File: src/rtl/auth_pkg.sv
// Shared definitions for the keypad login controller: key codes, FSM states and a
// width helper.
package auth_pkg;

  localparam logic [3:0] KEY_STAR = 4'hA;
  localparam logic [3:0] KEY_HASH = 4'hB;
  localparam logic [3:0] KEY_NONE = 4'hF;

  typedef enum logic [2:0] {
    StIdle,
    StIdEnt,
    StPinEnt,
    StCheck,
    StAdmIdle,
    StAdmId,
    StAdmPin,
    StAdmWrite
  } auth_state_e;

  // Index width for n entries, never below 1 bit.
  function automatic int unsigned clog2(input int unsigned n);
    int unsigned w;
    w = 1;
    while ((32'd1 << w) < n) w = w + 1;
    return w;
  endfunction

endpackage

File: src/rtl/key_event_detect.sv
// Registers the raw keypad code and emits a one-cycle event on each press, so a
// held key yields exactly one event.
module key_event_detect
  import auth_pkg::*;
(
  input  logic       clk,
  input  logic       RST,
  input  logic [3:0] keypad,
  output logic       key_evt,
  output logic [3:0] key_val
);

  logic [3:0] key_s_q;
  logic [3:0] key_prev_q;
  logic       key_evt_q;
  logic [3:0] key_val_q;

  always_ff @(posedge clk or negedge RST) begin
    if (!RST) begin
      key_s_q    <= KEY_NONE;
      key_prev_q <= KEY_NONE;
      key_evt_q  <= 1'b0;
      key_val_q  <= KEY_NONE;
    end else begin
      key_s_q    <= keypad;
      key_prev_q <= key_s_q;
      key_evt_q  <= (key_s_q != KEY_NONE) && (key_prev_q == KEY_NONE);
      key_val_q  <= key_s_q;
    end
  end

  assign key_evt = key_evt_q;
  assign key_val = key_val_q;

endmodule

File: src/rtl/keypad_auth_ctrl.sv
// Keypad login controller: per-user PIN, fail counter and lock, with an admin
// session (user 0) that can rewrite a PIN and unlock a user.
module keypad_auth_ctrl
  import auth_pkg::*;
#(
  parameter int unsigned                 NUM_USERS   = 8,
  parameter int unsigned                 ID_DIGITS   = 1,
  parameter int unsigned                 PIN_DIGITS  = 4,
  parameter int unsigned                 MAX_TRIES   = 3,
  parameter int unsigned                 TIMEOUT_CYC = 1000,
  parameter logic [PIN_DIGITS*4-1:0]     RESET_PIN   = 16'h1234
) (
  input  logic                          clk,
  input  logic                          RST,
  input  logic [3:0]                    keypad,
  output logic                          access_grant,
  output logic [clog2(NUM_USERS)-1:0]   grant_user,
  output logic                          access_deny,
  output logic                          user_locked,
  output logic                          admin_active,
  output logic                          pin_updated,
  output logic                          timeout
);

  localparam int unsigned UW   = clog2(NUM_USERS);
  localparam int unsigned PinW = PIN_DIGITS * 4;
  localparam int unsigned IdxW = 7;

  logic       key_evt;
  logic [3:0] key_val;

  key_event_detect u_key_event_detect (
    .clk    (clk),
    .RST    (RST),
    .keypad (keypad),
    .key_evt(key_evt),
    .key_val(key_val)
  );

  auth_state_e         state_q, state_d;
  logic [IdxW-1:0]     idx_q, idx_d;
  logic [3:0]          dig_cnt_q, dig_cnt_d;
  logic [PinW-1:0]     pin_buf_q, pin_buf_d;
  logic [31:0]         tmo_cnt_q;
  logic [PinW-1:0]     pin_q [NUM_USERS];
  logic [3:0]          fail_q [NUM_USERS];
  logic [NUM_USERS-1:0] lock_q;

  logic          grant_d, deny_d, locked_d, upd_d, tmo_d, admin_d;
  logic [UW-1:0] grant_user_d;
  logic          pin_we, fail_we, lock_we, lock_wdata;
  logic [3:0]    fail_wdata, fail_inc;
  logic [UW-1:0] uidx;
  logic          is_digit, id_done, pin_done, id_bad, tmo_hit, is_adm;

  assign uidx     = idx_q[UW-1:0];
  assign is_digit = key_val <= 4'd9;
  assign id_done  = dig_cnt_q == 4'(ID_DIGITS);
  assign pin_done = dig_cnt_q == 4'(PIN_DIGITS);
  assign id_bad   = {25'd0, idx_q} >= NUM_USERS;
  assign tmo_hit  = (state_q != StIdle) && (tmo_cnt_q >= TIMEOUT_CYC - 1);
  assign fail_inc = (fail_q[uidx] == 4'hF) ? 4'hF : fail_q[uidx] + 4'd1;
  assign is_adm   = state_q inside {StAdmIdle, StAdmId, StAdmPin, StAdmWrite};

  always_comb begin
    state_d      = state_q;
    idx_d        = idx_q;
    dig_cnt_d    = dig_cnt_q;
    pin_buf_d    = pin_buf_q;
    grant_d      = 1'b0;
    deny_d       = 1'b0;
    locked_d     = 1'b0;
    upd_d        = 1'b0;
    tmo_d        = 1'b0;
    grant_user_d = grant_user;
    pin_we       = 1'b0;
    fail_we      = 1'b0;
    fail_wdata   = 4'd0;
    lock_we      = 1'b0;
    lock_wdata   = 1'b0;

    if (tmo_hit) begin
      tmo_d     = 1'b1;
      state_d   = StIdle;
      idx_d     = '0;
      dig_cnt_d = '0;
      pin_buf_d = '0;
    end else begin
      case (state_q)
        StIdle: begin
          if (key_evt && key_val == KEY_STAR) begin
            state_d   = StIdEnt;
            idx_d     = '0;
            dig_cnt_d = '0;
            pin_buf_d = '0;
          end
        end
        StIdEnt, StAdmId: begin
          if (key_evt) begin
            if (key_val == KEY_STAR) begin
              idx_d     = '0;
              dig_cnt_d = '0;
            end else if (key_val == KEY_HASH) begin
              if (!id_done || id_bad) begin
                deny_d  = 1'b1;
                state_d = is_adm ? StAdmIdle : StIdle;
              end else if (!is_adm && lock_q[uidx]) begin
                deny_d   = 1'b1;
                locked_d = 1'b1;
                state_d  = StIdle;
              end else begin
                state_d   = is_adm ? StAdmPin : StPinEnt;
                dig_cnt_d = '0;
                pin_buf_d = '0;
              end
            end else if (is_digit) begin
              if (id_done) begin
                deny_d  = 1'b1;
                state_d = is_adm ? StAdmIdle : StIdle;
              end else begin
                idx_d     = IdxW'(idx_q * 7'd10) + {3'd0, key_val};
                dig_cnt_d = dig_cnt_q + 4'd1;
              end
            end
          end
        end
        StPinEnt, StAdmPin: begin
          if (key_evt) begin
            if (key_val == KEY_STAR) begin
              state_d   = is_adm ? StAdmId : StIdEnt;
              idx_d     = '0;
              dig_cnt_d = '0;
              pin_buf_d = '0;
            end else if (key_val == KEY_HASH) begin
              if (pin_done) begin
                state_d = is_adm ? StAdmWrite : StCheck;
              end else begin
                deny_d  = 1'b1;
                state_d = is_adm ? StAdmIdle : StIdle;
              end
            end else if (is_digit) begin
              if (pin_done) begin
                deny_d  = 1'b1;
                state_d = is_adm ? StAdmIdle : StIdle;
              end else begin
                pin_buf_d = (pin_buf_q << 4) | PinW'(key_val);
                dig_cnt_d = dig_cnt_q + 4'd1;
              end
            end
          end
        end
        StCheck: begin
          fail_we = 1'b1;
          if (pin_q[uidx] == pin_buf_q) begin
            grant_d      = 1'b1;
            grant_user_d = uidx;
            fail_wdata   = 4'd0;
            state_d      = (idx_q == '0) ? StAdmIdle : StIdle;
          end else begin
            deny_d     = 1'b1;
            fail_wdata = fail_inc;
            // The admin entry never locks, otherwise the system could become unmanageable.
            if (fail_inc >= 4'(MAX_TRIES) && idx_q != '0) begin
              lock_we    = 1'b1;
              lock_wdata = 1'b1;
              locked_d   = 1'b1;
            end
            state_d = StIdle;
          end
        end
        StAdmIdle: begin
          if (key_evt && key_val == KEY_STAR) begin
            state_d   = StAdmId;
            idx_d     = '0;
            dig_cnt_d = '0;
          end else if (key_evt && key_val == KEY_HASH) begin
            state_d = StIdle;
          end
        end
        StAdmWrite: begin
          pin_we     = 1'b1;
          fail_we    = 1'b1;
          fail_wdata = 4'd0;
          lock_we    = 1'b1;
          lock_wdata = 1'b0;
          upd_d      = 1'b1;
          state_d    = StAdmIdle;
        end
        default: state_d = StIdle;
      endcase
    end

    admin_d = state_d inside {StAdmIdle, StAdmId, StAdmPin, StAdmWrite};
  end

  always_ff @(posedge clk or negedge RST) begin
    if (!RST) begin
      state_q      <= StIdle;
      idx_q        <= '0;
      dig_cnt_q    <= '0;
      pin_buf_q    <= '0;
      tmo_cnt_q    <= '0;
      access_grant <= 1'b0;
      grant_user   <= '0;
      access_deny  <= 1'b0;
      user_locked  <= 1'b0;
      admin_active <= 1'b0;
      pin_updated  <= 1'b0;
      timeout      <= 1'b0;
    end else begin
      state_q      <= state_d;
      idx_q        <= idx_d;
      dig_cnt_q    <= dig_cnt_d;
      pin_buf_q    <= pin_buf_d;
      tmo_cnt_q    <= (state_q == StIdle || key_evt || tmo_hit) ? 32'd0 : tmo_cnt_q + 32'd1;
      access_grant <= grant_d;
      grant_user   <= grant_user_d;
      access_deny  <= deny_d;
      user_locked  <= locked_d;
      admin_active <= admin_d;
      pin_updated  <= upd_d;
      timeout      <= tmo_d;
    end
  end

  always_ff @(posedge clk or negedge RST) begin
    if (!RST) begin
      for (int i = 0; i < NUM_USERS; i++) begin
        pin_q[i]  <= RESET_PIN;
        fail_q[i] <= 4'd0;
      end
      lock_q <= '0;
    end else begin
      if (pin_we) pin_q[uidx] <= pin_buf_q;
      if (fail_we) fail_q[uidx] <= fail_wdata;
      if (lock_we) lock_q[uidx] <= lock_wdata;
    end
  end

endmodule

File: config.mk
export PLATFORM = sky130hd
export DESIGN_NAME = keypad_auth_ctrl
export DESIGN_NICKNAME = d
export VERILOG_FILES = /design/src/rtl/auth_pkg.sv /design/src/rtl/key_event_detect.sv /design/src/rtl/keypad_auth_ctrl.sv
export SDC_FILE = /design/constraint.sdc
export NUM_CORES = 1
export LEC_CHECK = 0
export ABC_AREA = 1
export ABC_CLOCK_PERIOD_IN_PS = 2900
export CORE_MARGIN = 3
export CORE_UTILIZATION = 40
export CTS_CLUSTER_SIZE = 12
export DETAILED_ROUTE_END_ITERATION = 12
export GPL_ROUTABILITY_DRIVEN = 0
export PLACE_DENSITY = 0.65
export SETUP_SLACK_MARGIN = 0.02
export SKIP_CTS_REPAIR_TIMING = 1
export SLEW_MARGIN = 40
export SYNTH_ARGS = -nofsm -noshare
export SYNTH_HDL_FRONTEND = slang
export SYNTH_SLANG_ARGS = --single-unit
File: constraint.sdc
create_clock -name clk -period 2.9 [get_ports clk]
set_input_delay 0.58 -clock clk [delete_from_list [all_inputs] [get_ports clk]]
set_output_delay 0.58 -clock clk [all_outputs]
set_load 0.03 [all_outputs]
==> results.cfg, run 1 <==
[place]
dp_hpwl_um = 17840
place_ws_ps = 258.6
io_buffers = 14

[critical_path]
path_class = flop to flop
start_kind = flop
r2r_slack_ps = 220
reg2reg_from = idx_q[0]$_DFFE_PN0P_
worstSetupEndpointType = flop
cp_max_fo = 31
critPathArrivalTime_ps = 3130
required_ps = 3350
worstSetupStartpoint = idx_q[0]$_DFFE_PN0P_

[route]
ant_nets = 0
avgViaCountPerCell = 4.958
drc_errors = 0
firstDrtPassIters = 5
drtIter0Drc = 791
post_drt_wl_per_cell_um = 14.48
wirelength_um = 28220
vias = 9664

[global_routing]
grt_antenna_before_repair = 0
overflow = 0
grt_pass1_wl_um = 48890
grt_pass1_vias = 9494
grt_max_degree = 86
grt_usage = 0.1799

[power]
p_int_mw = 5.933
switchingPower_mw = 2.181
swShare = 0.2688
ir_drop_mv = 0.4653
p_per_area_nw_per_um2 = 590.5
leakage_nw = 6.034
p_seq_frac = 0.442
pwr-share-comb = 0.137
p_clk_frac = 0.420

[clocking]
clk_pin_slew_worst_paths_ps = 60
root_buffer = clkbuf_16
htreeDepth = 1
cts_buffer_depth = 3
cts_buffers = 28
insertion_delay_ps = 550
cts_tree = built
cts.sinks = 248

[yosys]
ys_ff_latch = 248
synth_warnings = 0
synth.distinct_cells = 45
async_flop_share = 1.000
synth_edf_count = 0
ys_seq_area_frac = 0.5197
synth-main-ff-cell = dfrtp_1
syn-cell-area_um2 = 12060
avgSynthCellArea_um2 = 8.039
synth_cells = 1500

[floorplanning]
die_width_um = 179.6
dieArea_um2 = 32260
pin_count = 15
die_h_um = 179.6
core_um2 = 29170
core.rowCount = 62
initial_core_util = 0.4134

[cells_and_area]
num-fill-cells = 2898
nNetsFinal = 1563
antenna_cells = 0
drive_gt1_frac = 0.1169
area_delta_synth_final_pct = 13.97

[sta]
maxSlewViolCount = 0
tns_ps = 0
timing.fmax_ghz = 0.3732
tightestPinTransition_ps = 663.1
maxSlewHeadroom = 0.5580
period_needed_ps = 2680
fin_ws_ps = 220.4
rsz0062_at_grt = false
skew_ps = 23.00
setup_viol = 0
finalHoldViolations = 0
period_share = 0.9240

[outcome]
status = completed

[min_path]
hold_class = input port to async pin

[flow_run]
drv_cap = 0
==> cell type report <==
class	instances	area [um^2]	area share
flip-flops and latches	248	6271	0.4563
repair buffers	50	544.3	0.03961
clock inverters	5	53.80	0.003915
multi-input cells	1062	4982	0.3626
clock buffers	47	833.3	0.06064
inverters	153	576.8	0.04197
well taps	384	480.5	0.03496
==> power groups by stage <==
stage               clock [mW]  sequential [mW]  combinational, mW
global route              3.65             3.60               1.26
CTS                       3.50             3.59               1.12
global placement             0             3.65               1.10
detailed placement           0             3.65               1.12
finish                    3.41             3.59               1.11
floorplan                    0             3.62              0.751
==> synthesized netlist by cell type, types with 7 or more instances <==
master      n  area [um^2]
a21oi_1    17        85.08
nor2_1    123        461.7
o211ai_1   18        135.1
clkbuf_1   13        48.80
dfrtp_1   200         5005
inv_1     147        551.8
o21ai_0   192        960.9
nand3_1    78        390.4
buf_2      35        175.2
nor2_2      7        43.79
nor3_1     11        55.05
ha_1       12        150.1
nand4_1    15        93.84
o21ai_1    21        105.1
nor2_4     11        123.9
dfstp_2    48         1261
or2_2      20        125.1
nand2_1   465         1745
==> per-stage QoR <==
stage               cell area [um^2]  instances  total power, mW  hold WS (ps)    util
finish                         13740       1949            8.114         31.78  0.4711
global route                   13740       1949            8.504         74.02  0.4711
CTS                            13730       1949            8.211         56.54  0.4709
detailed placement             12850       1897            4.763         357.7  0.4405
global placement               12850       1897            4.748         356.6  0.4405
floorplan                      12140       1521            4.375         284.4       -
==> kinds of logic (layout without fill, tap and decap cells) <==
| group | Yosys count | count (layout) | share of synthesized area |
|---|---|---|---|
| and+or+nand+nor | 759 | 759 | 0.2707 |
| AOI/OAI and AO/OA | 257 | 257 | 0.1126 |
| DFF | 248 | 248 | 0.5197 |
| buffers and inverters | 211 | 255 | 0.07367 |
| adders and majority gates | 14 | 14 | 0.01577 |
| xor gates and xnor gates | 10 | 10 | 0.007263 |
| other | 1 | 22 | 0.0003110 |
==> routing by layer <==
layer / share of wire / track usage / wire length (um)
met3: 0.046 / 0.02385 / 1302
met1: 0.47 / 0.2608 / 13370
met2: 0.46 / 0.2888 / 13030
met4: 0.019 / 0.04301 / 527
met5: 0 / 0 / 0
==> layout by cell type, fill, tap and decap left out, types with 2 or more instances in the layout <==
cell and count:
clkdlybuf4s50_1 13, clkbuf_1 14, fa_1 2, clkbuf_8 4, xnor2_1 4, conb_1 22, nand3_1 78, or3b_2 2
o211ai_1 18, ha_1 12, nand2_1 465, or2_1 2, o31ai_1 2, nand4_1 15, nor2_2 7, or2_2 20
a21oi_1 17, nand2_2 6, inv_2 5, nor4_1 3, inv_1 147, buf_4 25, nor3_1 11, buf_12 10
clkinv_2 3, o21ai_0 192, clkbuf_16 29, nand3_2 3, nor3b_1 2, xor2_1 6, nor2_4 11, nor2_1 123
dfrtp_1 198, nand2_4 2, o21ai_1 21, nand3b_1 6, dfstp_2 48
==> registers in the layout, summed over array words and instances (netlist names), 3 cells and up <==
register / count
dig_cnt_q: 4
tmo_cnt_q: 32
state_q: 3
u_key_event_detect.key_s_q: 4
pin_q: 128
pin_buf_q: 16
idx_q: 7
u_key_event_detect.key_val: 4
grant_user: 3
fail_q: 32
lock_q: 8
==> path summary, 6_finish.rpt <==
kind | endpoint | cells after the start
max reg2reg | idx_q[6]$_DFFE_PN0P_ | 10
max | idx_q[6]$_DFFE_PN0P_ | 10
max in group asynchronous | pin_q[36]$_DFFE_PN1P_ | 2
min reg2reg | u_key_event_detect.key_val[3]$_DFF_PN1_ | 0
min | idx_q[4]$_DFFE_PN0P_ | 1
min in group clk | u_key_event_detect.key_val[3]$_DFF_PN1_ | 0
==> worst max-delay path, cell delays in order (launching register included) <==
cell and delay [ps]:
dfrtp_4 560, buf_12 230, ha_1 180, ha_1 130, inv_1 40, fa_1 370
xor2_1 200, xnor2_1 160, nor3_1 60, or3b_2 470, o21ai_0 160
(Power assumes the default switching activity.)
==> inputs of run 2 (changes only) <==
--- a/config.mk
+++ b/config.mk
@@ -9,9 +9,10 @@
 export ABC_CLOCK_PERIOD_IN_PS = 2900
 export CORE_MARGIN = 3
 export CORE_UTILIZATION = 40
-export CTS_CLUSTER_SIZE = 12
+export CTS_CLUSTER_SIZE = 14
 export DETAILED_ROUTE_END_ITERATION = 12
 export GPL_ROUTABILITY_DRIVEN = 0
+export MAX_ROUTING_LAYER = met4
 export PLACE_DENSITY = 0.65
 export SETUP_SLACK_MARGIN = 0.02
 export SKIP_CTS_REPAIR_TIMING = 1
==> run 2 against run 1 <==
Clock power fell by 3%. Clock skew decreased by 6.2 ps. Worst setup slack improved by 7.6 ps. Worst hold slack improved by 5.9 ps. Critical path depth did not move. Clock-buffer cell count decreased by 5. First-iteration DRC count fell by 7.6%. Final area down 0.34%. Largest cell class unchanged.
==> results.cfg, run 2 (same netlist as run 1, synthesis figures left out) <==
[outcome]
status = completed

[sta]
fin_ws_ps = 228.0
period_share = 0.9214
skew_ps = 16.76
maxSlewViolCount = 0
finalHoldViolations = 0
rsz0062_at_grt = false
tightestPinTransition_ps = 670.8
setup_viol = 0
maxSlewHeadroom = 0.5528
tns_ps = 0
timing.fmax_ghz = 0.3743
period_needed_ps = 2672

[cells_and_area]
largest_reg_flops = 128
final_area_um2 = 13700
antenna_cells = 0
area_delta_synth_final_pct = 13.58
drive_gt1_frac = 0.1159
top_register = pin_q
utilization = 0.4695
top_regs = pin_q x128, fail_q x32, tmo_cnt_q x32
final_common_cell = nand2_1
final_cell_mix = 465 x nand2_1, 198 x dfrtp_1, 192 x o21ai_0, 147 x inv_1, 123 x nor2_1
nNetsFinal = 1562

[place]
place_ws_ps = 258.6
place_area_um2 = 12850
io_buffers = 14
dp_hpwl_um = 17840

[route]
vias = 9608
ant_nets = 0
avgViaCountPerCell = 4.937
post_drt_wl_per_cell_um = 14.58
firstDrtPassIters = 5
drc_errors = 0
wirelength_um = 28360
drtIter0Drc = 731

[critical_path]
cp_cell_sequence = buf_12 -> ha_1 -> ha_1 -> inv_1 -> fa_1 -> xor2_1 -> xnor2_1 -> nor3_1 -> or3b_2 -> o21ai_0
path_class = flop to flop
crit_path_top_delay_cell = dfrtp_4
required_ps = 3350
cp_slowest_stage_delay_ps = 560
cp_max_fo = 31
worstSetupEndpointType = flop
rr_worst_depth = 10
start_kind = flop
r2r_slack_ps = 230
cp_common_cell = ha_1
critPathArrivalTime_ps = 3120

[power]
p_seq_frac = 0.447
pwr-share-comb = 0.140
switchingPower_mw = 2.178
p_clk_frac = 0.413
p_int_mw = 5.851
leakage_nw = 6.012
swShare = 0.2712
p_per_area_nw_per_um2 = 586.2
ir_drop_mv = 0.5503

[clocking]
clk_pin_slew_worst_paths_ps = 60
cts.sinks = 248
htreeDepth = 1
insertion_delay_ps = 540
root_buffer = clkbuf_16
cts_buffers = 27
cts_tree = built
cts_buffer_depth = 3

[floorplanning]
core_um2 = 29170
core.rowCount = 62
pin_count = 15
die_width_um = 179.6
dieArea_um2 = 32260
initial_core_util = 0.4134
die_h_um = 179.6

[global_routing]
overflow = 0
grt_usage = 0.1857
grt_pass1_vias = 9483
grt_pass1_wl_um = 48890
grt_antenna_before_repair = 0
grt_max_degree = 86

[flow_run]
drv_cap = 0

[min_path]
hold_class = input port to async pin
[run 2: power groups by stage]
| stage | Sequential (mW) | Combinational (mW) | Clock [mW] |
|---|---|---|---|
| after global placement | 3.65 | 1.10 | 0 |
| after CTS | 3.59 | 1.12 | 3.41 |
| after global routing | 3.60 | 1.26 | 3.56 |
| final | 3.59 | 1.12 | 3.32 |
| after detailed placement | 3.65 | 1.12 | 0 |
| after floorplan | 3.62 | 0.751 | 0 |
[run 2: cell type report]
class / count / area, um^2
multi-input cells: 1062 / 4982
well taps: 384 / 480.5
flip-flops and latches: 248 / 6271
inverters: 153 / 576.8
repair buffers: 50 / 544.3
clock buffers: 42 / 752.0
clock inverters: 7 / 88.84
fillers: 2891 / 15470
[run 2: final timing paths]
kind / from / endpoint
hold / removal: RST / dig_cnt_q[2]$_DFFE_PN0P_
setup reg to reg: idx_q[0]$_DFFE_PN0P_ / idx_q[6]$_DFFE_PN0P_
hold reg to reg: u_key_event_detect.key_s_q[3]$_DFF_PN1_ / u_key_event_detect.key_val[3]$_DFF_PN1_
max in group asynchronous: RST / pin_q[36]$_DFFE_PN1P_
min in group clk: u_key_event_detect.key_s_q[3]$_DFF_PN1_ / u_key_event_detect.key_val[3]$_DFF_PN1_
setup / recovery: idx_q[0]$_DFFE_PN0P_ / idx_q[6]$_DFFE_PN0P_
[run 2: per-layer routing]
layer	wire (um)	vias up	GRT usage
met2	12980	180	0.2900
li1	-	4850	-
met4	573	0	0.04053
met1	13540	4524	0.2612
met3	1271	54	0.02486
met5	0	-	-
[run 2: metrics by stage]
step                      cells  hold WS (ps)  total power, mW
after floorplan            1521         284.4            4.375
after global placement     1897         356.6            4.748
after detailed placement   1897         357.7            4.763
after CTS                  1946         61.56            8.123
after global routing       1946         77.25            8.414
final                      1946         37.65            8.029
[run 2: critical path: cells and delay by family (launching register included)]
family                   cells  cell delay, ps
adder cells (fa/ha/maj)      3             680
AND/OR/NAND/NOR              2             520
AO/OA/AOI/OAI                1             160
flip-flops                   1             560
XOR/XNOR                     2             360
buffers and inverters        2             270
==> inputs of run 3 (changes only) <==
--- a/config.mk
+++ b/config.mk
@@ -16,7 +16,9 @@
 export PLACE_DENSITY = 0.65
 export SETUP_SLACK_MARGIN = 0.02
 export SKIP_CTS_REPAIR_TIMING = 1
+export SKIP_LAST_GASP = 1
 export SLEW_MARGIN = 40
 export SYNTH_ARGS = -nofsm -noshare
 export SYNTH_HDL_FRONTEND = slang
 export SYNTH_SLANG_ARGS = --single-unit
+export TNS_END_PERCENT = 30
==> results of run 3 <==
No change in the layout: final DEF, timing and power equal those of run 2.
==> RTL change 1, RTL diff (flow settings as in run 2) <==
Compare `dig_cnt_q` against `4'(PIN_DIGITS)` with >= in place of ==.
--- a/src/rtl/keypad_auth_ctrl.sv
+++ b/src/rtl/keypad_auth_ctrl.sv
@@ -58,3 +58,3 @@
   assign id_done  = dig_cnt_q == 4'(ID_DIGITS);
-  assign pin_done = dig_cnt_q == 4'(PIN_DIGITS);
+  assign pin_done = dig_cnt_q >= 4'(PIN_DIGITS);
   assign id_bad   = {25'd0, idx_q} >= NUM_USERS;
Check against the original RTL: same outputs for any inputs over 4 cycles, from zero or initial values and one cycle with RST low; that may be too few to reach the edited logic, so the function may still have changed.
==> RTL change 1 against run 2 <==
Hold slack improved by 0.0018 ns; sequential cell count did not move; global-route usage fell by 0.094 points; critical path depth rose by 6; synthesized area rose by 0.58%; routed wire length rose by 2.8%; first-iteration DRC count rose by 12%; worst setup slack got worse by 0.028 ns; clock skew fell by 0.0060 ns; cell area rose by 2.6%; highest routed layer unchanged.
Power is not compared: it rests on default switching activity, and its combinational part moved more than twofold at a synthesized area within 25%.
==> RTL change 1: results (changes against run 2) <==
Logic synthesis
  • Mapped Cells: 1555 (+3.7%)
  • Complex-gate fraction of the synthesized area: 0.0984 (-0.0142)
  • Async SR Flop Fraction: 1.00 (unchanged)
  • Post-synthesis mux area share: 0 (unchanged)
  • XOR/XNOR share of the synthesized area: 0.00722 (-0.0000420)
  • Seq/Total Area, Yosys: 0.517 (-0.00300)
  • Post-synth top cells: nand2_1, dfrtp_1, inv_1
  • Yosys warnings: 0 (unchanged)
  • Synth top area cells: dfrtp_1, nand2_1, dfstp_2
  • Yosys cell types: 42 (-6.7%)
  • Synth Area in Adders: 0.0146 (-0.00112)

Drt
  • Met2 WL: 13500 um (+3.7%)
  • DR WL met3: 1350 um (+6.4%)
  • Total Routed Length: 29200 um (+2.8%)
  • First-pass DRT Iterations: 6 (+1)
  • First DRT Iteration DRCs: 822 (+12%)
  • Uppermost layer routed: met4
  • Met1 wire length: 13700 um (+1.3%)
  • DR vias: 9835 (+2.4%)

Global route
  • Vias in the first global route: 9444 (-0.41%)
  • Largest net degree at the start of global routing: 93 (+8.1%)
  • M3 GR Usage: 0.0242 (-0.000636)
  • Grt met2 use: 0.289 (-0.00152)
  • First-pass GRT wire length: 48900 um (about the same)
  • Total GRT Usage: 0.185 (-0.000940)
  • Met1 Use GR: 0.257 (-0.00424)

Hold path
  • Worst min-delay path class: input port to async pin

Worst setup path
  • CP max FO: 21 (-32%)
  • Worst reg2reg path endpoint: pin_buf_q[11]$_DFFE_PN0P_
  • Worst path top cell family by delay: simple AND/OR/NAND/NOR gates
  • R2R depth: 16 (+6)
  • FF-to-FF setup slack: 0.20 ns (-0.03 ns)
  • Slowest CP cell: dfrtp_1
  • Kind of critical path: register to register
  • Worst r2r src: idx_q[2]$_DFFE_PN0P_
  • CP Data Arrival Time: 3.18 ns (+0.06 ns)
  • Worst stage delay on the critical path: 0.41 ns (-0.15 ns)

Pwr
  • Comb pwr: 2.73 mW
  • Peak VDD IR: around 550 uV
  • Lkg Pwr: 6.42 nW

Layout
  • Largest regs: pin_q (128), fail_q (32), tmo_cnt_q (32)
  • Share of post-route cells with drive strength above 1: 0.125 (+0.00920)
  • Non-Filler Instances: 2021 (+3.9%)
  • Largest Register: pin_q
  • Antenna cells: 0 (unchanged)

STA
  • Fin Hold WS: 0.0394 ns (+0.00179 ns)
  • Worst-Margin Slew: 0.721 ns (+0.0505 ns)
  • Post-Route Skew: 0.0108 ns (-0.00599 ns)

Placed design
  • DP Area: 13000 um2 (+0.87%)
  • Placed Instances: 1965 (+3.6%)
  • Hpwl dp: 18500 um (+3.7%)
  • Port Buffer Count: 14 (unchanged)
  • Setup Slack @ Placement: 0.183 ns (-0.0756 ns)

Clocking
  • Clock latency on the worst-skew pair: 0.55 ns
  • Num CTS Buffers: 27 (unchanged)
  • Worst-path clk slew: 0.06 ns (about the same)
  • H-tree Lvls: 1 (unchanged)
  • Root Driver: clkbuf_16

Run status
  • Status: completed
-- RTL change 1: layout make-up --
type | count | area (um2)
tap | 390 | 488
fill | 2944 | 15800
clock inverter | 9 | 139
inverter | 183 | 687
clock buffer | 41 | 838
timing repair buffer | 63 | 626
sequential | 248 | 6270
multi-input combinational | 1087 | 5000
-- RTL change 1: worst max-delay path by stage --
stage	from	to	slack [ns]	cells past startpoint
floorplan	idx_q[1]$_DFFE_PN0P_	lock_q[0]$_DFFE_PN0P_	0.55	20
global placement	idx_q[0]$_DFFE_PN0P_	pin_buf_q[11]$_DFFE_PN0P_	0.24	15
detailed placement	idx_q[0]$_DFFE_PN0P_	lock_q[0]$_DFFE_PN0P_	0.18	17
CTS	idx_q[0]$_DFFE_PN0P_	lock_q[0]$_DFFE_PN0P_	0.14	17
global route	idx_q[1]$_DFFE_PN0P_	lock_q[6]$_DFFE_PN0P_	0.01	18
finish	idx_q[2]$_DFFE_PN0P_	pin_buf_q[11]$_DFFE_PN0P_	0.20	16
==> RTL change 2, RTL diff (settings of run 2) <==
Without the edit above. The parameter `PIN_DIGITS` goes from 4 to 5.
--- a/src/rtl/keypad_auth_ctrl.sv
+++ b/src/rtl/keypad_auth_ctrl.sv
@@ -7,3 +7,3 @@
   parameter int unsigned                 ID_DIGITS   = 1,
-  parameter int unsigned                 PIN_DIGITS  = 4,
+  parameter int unsigned                 PIN_DIGITS  = 5,
   parameter int unsigned                 MAX_TRIES   = 3,
Check against the original RTL: same outputs for any inputs over 4 cycles, from zero or initial values and one cycle with RST low; that may be too few to reach the edited logic, so the function may still have changed.
==> RTL change 2 against run 2 <==
Hold slack improved by 0.33 ns; global-route usage up 1.5 points; critical path depth grew 8; routed wire length up 24%; power up 11%; via count up 22%; largest cell class unchanged; critical endpoint is now fail_q[22]$_DFFE_PN0P_; synthesized cell count up 21%; worst setup slack got worse by 0.049 ns; die area grew 14%; largest power group is now clock; cell area up 16%; synthesized area is 14% higher; non-clock buffer count rose by 15; sequential cell count is 36 higher; final cell count grew 19%.
==> RTL change 2: results (changes against run 2) <==
Drt
  • Met2 WL: 16400 um (+26%)
  • Met1 wire length: 16200 um (+20%)
  • DR WL/cell: 15.1 um (+3.7%)
  • First-pass DRT Iterations: 6 (+1)
  • Total Routed Length: 35100 um (+24%)
  • Vias/cell: 5.04 (+2.0%)

Pwr
  • Lkg Pwr: 7.48 nW (+24%)
  • Cell Pwr Density: 563 nW/um2 (-4.0%)
  • Comb pwr share: 0.071 (-0.069)
  • Sequential Power: 4.06 mW (+13%)
  • Peak VDD IR: 445 uV (-19%)

Clocking
  • Num CTS Buffers: 30 (+11%)
  • Clk sinks: 284 (+15%)

Logic synthesis
  • Synth Area in Adders: 0.0174 (+0.00165)
  • XOR/XNOR share of the synthesized area: 0.00635 (-0.000913)
  • Seq/Total Area, Yosys: 0.520 (about the same)
  • Complex-gate fraction of the synthesized area: 0.0945 (-0.0181)
  • Synth top area cells: dfrtp_1, nand2_1, dfstp_2
  • Yosys cell types: 43 (-4.4%)

Worst setup path
  • CP Data Arrival Time: 3.14 ns (+0.02 ns)
  • Worst reg2reg path endpoint: fail_q[22]$_DFFE_PN0P_
  • R2R depth: 18 (+8)
  • CP max FO: 20 (-35%)

Global route
  • Total GRT Usage: 0.201 (+0.0151)
  • M3 GR Usage: 0.0276 (+0.00270)
  • Largest net degree at the start of global routing: 84 (-2.3%)
  • Grt met2 use: 0.328 (+0.0377)
  • First-pass GRT wire length: 58600 um (+20%)

STA
  • Post-Route Skew: 0.00986 ns (-0.00690 ns)
  • Final min period: 2.72 ns (+0.0489 ns)

Placed design
  • Hpwl dp: 22800 um (+28%)
  • Placed Instances: 2263 (+19%)
  • DP Area: 14700 um2 (+14%)

Hold path
  • Worst min-delay path class: register to register

Run status
  • Status: completed

Layout
  • Share of post-route cells with drive strength above 1: 0.0940 (-0.0219)
  • Nets: 1872 (+20%)
  • Largest regs: pin_q (160), fail_q (32), tmo_cnt_q (32)
## RTL change 2: cell count changes after synthesis, moves of 11 or more
cell / delta
buf_2: -11
clkbuf_1: +23
dfrtp_1: +36
inv_1: -31
nand2_1: +326
nor2_4: -11
o211ai_1: -18
o21ai_1: +18
or2_2: -16
## RTL change 2: how the worst min path moves through the flow
stage,endpoint,slack [ns]
2_1_floorplan,access_deny$_DFF_PN0_,0.28
3_3_place_gp,u_key_event_detect.key_val[0]$_DFF_PN1_,0.36
3_5_place_dp,u_key_event_detect.key_val[0]$_DFF_PN1_,0.36
4_1_cts,pin_q[74]$_DFFE_PN0P_,-0.09
5_1_grt,u_key_event_detect.key_val[0]$_DFF_PN1_,0.37
6_report,u_key_event_detect.key_val[0]$_DFF_PN1_,0.37
## RTL change 2: area by class of cell
class                           count  share of cell area
Clock buffer                       41              0.0552
Clock inverter                     15              0.0143
Inverter                          123              0.0293
Multi-Input combinational cell   1344               0.371
Sequential cell                   284               0.453
Tap cell                          448              0.0354
Timing Repair Buffer               65              0.0414
